$ cat src/rtl/ram_bist_pkg.sv
// Shared definitions for the RAM BIST master: state encoding, default widths
// and the pattern function used by both the pattern generator and the bench.
package ram_bist_pkg;

   localparam int DEF_ADDR_W = 1;
   localparam int DEF_DATA_W = 8;
   localparam int DEF_ERR_W  = 4;

   localparam logic [1:0] ST_IDLE = 2'd0;
   localparam logic [1:0] ST_WR   = 2'd1;
   localparam logic [1:0] ST_RD   = 2'd2;
   localparam logic [1:0] ST_DONE = 2'd3;

   // Expected word for an address: seed + addr, optionally inverted.
   // Computed at 32 bits; callers truncate to their data width, which keeps
   // the mod 2**DATA_W wrap-around (inversion commutes with truncation).
   function automatic logic [31:0] pat(input logic [31:0] seed,
                                       input logic [31:0] addr,
                                       input logic        inv);
      logic [31:0] sum;
      sum = seed + addr;
      return inv ? ~sum : sum;
   endfunction

endpackage

$ cat src/rtl/ram_bist_patgen.sv
// Combinational pattern generator: (seed, addr, pass_idx) -> expected word.
// Feeds both the write data and the read-back compare.
module ram_bist_patgen
   import ram_bist_pkg::*;
#(
   parameter int ADDR_W = DEF_ADDR_W,
   parameter int DATA_W = DEF_DATA_W
) (
   input  logic [DATA_W-1:0] seed,
   input  logic [ADDR_W-1:0] addr,
   input  logic              inv,
   output logic [DATA_W-1:0] word
);

   assign word = DATA_W'(pat(32'(seed), 32'(addr), inv));

endmodule

$ cat src/rtl/ram_bist_master.sv
// RAM BIST master: writes a seed-derived pattern to every address of one RAM,
// reads it back and compares, reporting busy/done/pass, first failing address
// and a saturating error count.
// Optional feature macro RAM_BIST_INV_PASS_EN: adds a second pass with the
// inverted pattern so every bit is exercised at both 0 and 1.
//
// state   | meaning
// ST_IDLE | after reset, waiting for start
// ST_WR   | writing pattern, one address per cycle
// ST_RD   | reading back and comparing, one address per cycle
// ST_DONE | results valid, waiting for the next start
module ram_bist_master
   import ram_bist_pkg::*;
#(
   parameter int ADDR_W = DEF_ADDR_W,
   parameter int DATA_W = DEF_DATA_W,
   parameter int ERR_W  = DEF_ERR_W
) (
   input  logic              clk,
   input  logic              clr,
   input  logic              start,
   input  logic [DATA_W-1:0] seed,
   output logic              mem_rw,
   output logic [ADDR_W-1:0] mem_addr,
   output logic [DATA_W-1:0] mem_wdata,
   input  logic [DATA_W-1:0] mem_rdata,
   output logic              busy,
   output logic              done,
   output logic              pass,
   output logic [ADDR_W-1:0] err_addr,
   output logic [ERR_W-1:0]  err_cnt
);

   logic [1:0]        state_q,    state_d;
   logic [ADDR_W-1:0] addr_q,     addr_d;
   logic [DATA_W-1:0] seed_q,     seed_d;
   logic [ERR_W-1:0]  err_cnt_q,  err_cnt_d;
   logic [ADDR_W-1:0] err_addr_q, err_addr_d;
   logic              inv;
   logic [DATA_W-1:0] exp_word;
   logic              last_addr;
   logic              mismatch;

`ifdef RAM_BIST_INV_PASS_EN
   logic              pass_idx_q, pass_idx_d;
   assign inv = pass_idx_q;
`else
   assign inv = 1'b0;
`endif

   ram_bist_patgen #(
      .ADDR_W (ADDR_W),
      .DATA_W (DATA_W)
   ) u_patgen (
      .seed (seed_q),
      .addr (addr_q),
      .inv  (inv),
      .word (exp_word)
   );

   assign last_addr = &addr_q;
   // Case inequality so X/Z on the read bus in simulation counts as a failure.
   assign mismatch  = (mem_rdata !== exp_word);

   // Next-state logic: sequencing, address counter, error capture.
   always_comb begin
      state_d    = state_q;
      addr_d     = addr_q;
      seed_d     = seed_q;
      err_cnt_d  = err_cnt_q;
      err_addr_d = err_addr_q;
`ifdef RAM_BIST_INV_PASS_EN
      pass_idx_d = pass_idx_q;
`endif
      case (state_q)
         ST_IDLE, ST_DONE: begin
            if (start) begin
               state_d    = ST_WR;
               seed_d     = seed;
               addr_d     = '0;
               err_cnt_d  = '0;
               err_addr_d = '0;
`ifdef RAM_BIST_INV_PASS_EN
               pass_idx_d = 1'b0;
`endif
            end
         end
         ST_WR: begin
            addr_d = addr_q + ADDR_W'(1);
            if (last_addr) state_d = ST_RD;
         end
         ST_RD: begin
            addr_d = addr_q + ADDR_W'(1);
            if (mismatch) begin
               if (err_cnt_q == '0) err_addr_d = addr_q;
               if (err_cnt_q != '1) err_cnt_d  = err_cnt_q + ERR_W'(1);
            end
            if (last_addr) begin
`ifdef RAM_BIST_INV_PASS_EN
               if (!pass_idx_q) begin
                  state_d    = ST_WR;
                  pass_idx_d = 1'b1;
               end else begin
                  state_d = ST_DONE;
               end
`else
               state_d = ST_DONE;
`endif
            end
         end
         default: state_d = ST_IDLE;
      endcase
   end

   // State registers with synchronous active-low clear.
   always_ff @(posedge clk) begin
      if (!clr) begin
         state_q    <= ST_IDLE;
         addr_q     <= '0;
         seed_q     <= '0;
         err_cnt_q  <= '0;
         err_addr_q <= '0;
`ifdef RAM_BIST_INV_PASS_EN
         pass_idx_q <= 1'b0;
`endif
      end else begin
         state_q    <= state_d;
         addr_q     <= addr_d;
         seed_q     <= seed_d;
         err_cnt_q  <= err_cnt_d;
         err_addr_q <= err_addr_d;
`ifdef RAM_BIST_INV_PASS_EN
         pass_idx_q <= pass_idx_d;
`endif
      end
   end

   assign mem_rw    = (state_q == ST_WR);
   assign mem_addr  = addr_q;
   assign mem_wdata = mem_rw ? exp_word : '0;
   assign busy      = (state_q == ST_WR) || (state_q == ST_RD);
   assign done      = (state_q == ST_DONE);
   assign pass      = done && (err_cnt_q == '0);
   assign err_addr  = err_addr_q;
   assign err_cnt   = err_cnt_q;

endmodule
$ cat config.mk
export PLATFORM = sky130hd
export DESIGN_NAME = ram_bist_master
export DESIGN_NICKNAME = d
export VERILOG_FILES = /design/src/rtl/ram_bist_pkg.sv /design/src/rtl/ram_bist_patgen.sv /design/src/rtl/ram_bist_master.sv
export SDC_FILE = /design/constraint.sdc
export NUM_CORES = 1
export LEC_CHECK = 0
export ABC_AREA = 1
export ABC_CLOCK_PERIOD_IN_PS = 2500
export CELL_PAD_IN_SITES_DETAIL_PLACEMENT = 0
export CELL_PAD_IN_SITES_GLOBAL_PLACEMENT = 1
export CORE_ASPECT_RATIO = 1.1
export CORE_MARGIN = 2
export CORE_UTILIZATION = 33
export CTS_CLUSTER_SIZE = 24
export DETAILED_ROUTE_END_ITERATION = 10
export PLACE_DENSITY_LB_ADDON = 0.1
export SETUP_SLACK_MARGIN = 0.3
export SYNTH_ARGS = -nofsm -noshare
export SYNTH_HDL_FRONTEND = slang
export SYNTH_SLANG_ARGS = --single-unit
$ cat constraint.sdc
create_clock -name clk -period 2.5 [get_ports clk]
set_input_delay 0.25 -clock clk [delete_from_list [all_inputs] [get_ports clk]]
set_output_delay 0.25 -clock clk [all_outputs]
set_load 0.005 [all_outputs]
==> flow_metrics.py <==
metrics = {
    "grt": {
        "grt_first_pass_wirelength_microns": 4899,
        "grt_pass1_vias": 1175,
        "grt_overflow": 0,
        "grt_max_degree": 17,
        "grt_antenna_before_repair": 0,
        "grtUsageTotal_pct": 15.79,
    },
    "critical_path": {
        "crit_fanout": 6,
        "required_ns": 2.25,
        "reg2reg_from": "mem_addr",
        "r2r_slack_ns": 0.66,
        "rr_worst_depth": 11,
        "critPathLaunchType": "flop",
        "crit_arrival_ns": 1.85,
        "crit_type": "reg2out",
        "end_kind": "output pin",
        "regToRegEndpoint": "err_cnt[3]",
    },
    "yosys": {
        "netlist_area_sq_um": 1187,
        "syn-instance-count": 189,
        "synth_seq_cells": 16,
        "synth_area_per_cell_sq_um": 6.282,
        "synth-seq-area-share_pct": 26.98,
        "synth.most_common_cell": "nand2_1",
        "synth_ff_type": "dfxtp_1",
        "synth_commonest_cells": "nand2_1, inv_1, nor2_1",
        "yosysTopAreaCell": "dfxtp_1",
        "post_synth_num_cell_types": 24,
        "async_reset_ff_share_pct": 0,
        "synth_warnings": 0,
        "synth_edf_count": 0,
        "synth_top_area_share_pct": 26.98,
        "synthesis.nets": 216,
        "synthTopCellsByArea": "dfxtp_1, nand2_1, inv_1, nor2_1, ha_1",
    },
    "timing": {
        "post-route-min-period_ns": 2.098,
        "min_period_over_period_pct": 83.90,
        "hold_viol_final": 0,
        "grt_setup_unrepaired": "yes",
        "max_freq_ghz": 0.4767,
        "tightest_slew_ns": 0.5454,
        "max_slew_margin_pct": 63.53,
        "whs_ns": 0.5190,
        "setup_tns_ns": 0,
        "finalClockSkew_ns": 0.003992,
        "setup_viol": 0,
        "worst_slack_ns": 0.4024,
        "final_max_slew_viol_count": 0,
    },
    "run": {
        "max_cap_viol_count": 0,
    },
    "power": {
        "ir_drop_v": 0.0004904,
        "p_per_area_nw_per_um2": 841.1,
        "p_total_mw": 1.397,
        "p_leak_nw": 0.7796,
    },
    "finish": {
        "antenna_cells": 0,
        "nets": 256,
        "fillers": 370,
        "seqCellArea_sq_um": 325.3,
        "layout-drive-gt1-share_pct": 8.811,
        "multi_input_area_sq_um": 755.7,
        "fin_util_pct": 49.04,
        "final_cells": 275,
        "syn2layout_area_growth_pct": 39.83,
        "fin_area_sq_um": 1660,
    },
    "clock_tree": {
        "cts_sinks": 16,
        "h-tree-depth": 1,
        "cts_tree": "done",
        "cts_buffers": 3,
        "clock_path_buffers": 2,
        "path_clk_slew_ns": 0.09,
        "clock_latency_ns": 0.28,
        "root_buffer": "clkbuf_4",
    },
    "route": {
        "wl_met3_microns": 79,
        "ant_nets": 0,
        "drt_iter0_drc": 79,
        "route.top_layer_used": "met4",
        "avgViaCountPerCell": 4.553,
        "wirelength_met1_microns": 1232,
        "wl_met2_microns": 1601,
        "wl_microns": 2931,
        "avgRoutedWirePerCell_microns": 10.66,
        "num_vias": 1252,
        "drc_errors": 0,
        "firstDrtPassIters": 4,
    },
    "worst_hold_path": {
        "hold_depth": 2,
        "hold_class": "reg2reg",
        "hold_end": "seed_q[0]",
        "hp-start": "seed_q[0]",
    },
    "die": {
        "die_area_sq_um": 4095,
        "ios": 37,
        "rows": 22,
        "die_y_microns": 66.91,
        "start_util_pct": 35.07,
        "die_x_microns": 61.20,
        "coreArea_sq_um": 3386,
    },
    "placement": {
        "dp_cells": 271,
        "place.gp.congestion": 0.7507,
        "dpl.hpwl_microns": 2322,
        "pre_cts_slack_ns": 0.4409,
        "place_area_sq_um": 1597,
        "io_buffers": 36,
    },
    "outcome": {
        "outcome": "finished, final reports clean",
    },
}
## cells in the final DEF, fill, tap and decap left out
master	synthesis	final
a31oi_1	1	1
ha_1	8	6
dlymetal6s2s_1	0	1
ha_4	0	2
nand2_1	39	38
nor2_4	3	3
nand2_2	2	3
nand3_1	20	20
o21bai_1	1	1
o21a_1	1	1
dfxtp_1	16	14
nand3_4	1	1
nand4_1	2	2
nand2_4	1	1
o21ai_0	11	11
nor3_1	1	1
dfxtp_2	0	1
xor2_1	2	2
inv_1	33	32
nand3_2	1	1
buf_4	0	1
nor2_2	1	1
inv_2	1	2
dlygate4sd2_1	0	1
nor2_1	27	27
dfxtp_4	0	1
a21boi_1	1	1
clkbuf_4	1	3
a21oi_1	14	14
clkdlybuf4s50_1	0	34
## registers in the layout, summed over array words and instances, names as in the netlist
name	count
seed_q	8
err_cnt	4
state_q	2
err_addr	1
mem_addr	1
## critical path, stage by stage (launching register included)
cell and delay (ns):
dfxtp_4 0.37, ha_4 0.15, nand2_1 0.08, nor2_4 0.18, nand3_1 0.12, a21oi_1 0.15
clkdlybuf4s50_1 0.51
## worst max path at each step
stage / start / endpoint / slack [ns] / cells after the start
floorplan: mem_addr / err_cnt[0] / 0.74 / 11
global placement: mem_addr / mem_wdata[4] / 0.51 / 7
detailed placement: mem_addr / mem_wdata[4] / 0.44 / 7
CTS: mem_addr / mem_wdata[6] / 0.31 / 9
global route: mem_addr / mem_wdata[5] / 0.28 / 6
finish: mem_addr / mem_wdata[7] / 0.40 / 6
## routing by layer
| metal | vias to the layer above | track usage, % |
|---|---|---|
| li1 | 674 | - |
| met1 | 557 | 17.79 |
| met2 | 19 | 29.79 |
| met3 | 2 | 1.748 |
| met4 | 0 | 4.891 |
| met5 | - | 0 |
## power by group
| group | leakage (nW) | internal, mW | switching [mW] |
|---|---|---|---|
| Sequential | 0.133 | 0.345 | 0.0885 |
| Combinational | 0.632 | 0.381 | 0.447 |
| Clock | 0.0138 | 0.0558 | 0.0790 |
| Total | 0.780 | 0.782 | 0.614 |
## cell families after synthesis
group	after synthesis	share of synthesized area, %
AOI/OAI and AO/OA	29	12.96
xor gates and xnor gates	2	1.476
adders and majority gates	8	8.430
buffers and inverters	36	11.70
DFF	16	26.98
and+or+nand+nor	98	38.46
## final cells by class
class	count	area share (%)
well taps	48	3.617
repair buffers	37	22.23
inverters	34	7.686
clock buffers	3	1.356
flip-flops and latches	16	19.59
multi-input cells	137	45.52
## repair_timing
action                     CTS  global route
pin swaps                    1             0
setup endpoints to repair    5             4
buffers inserted             1             0
hold buffers                 0             0
gates resized for setup      8             3
hold endpoints to repair     0             0
gates cloned                 0             0
Note: power is estimated with default switching activity, not from simulation.
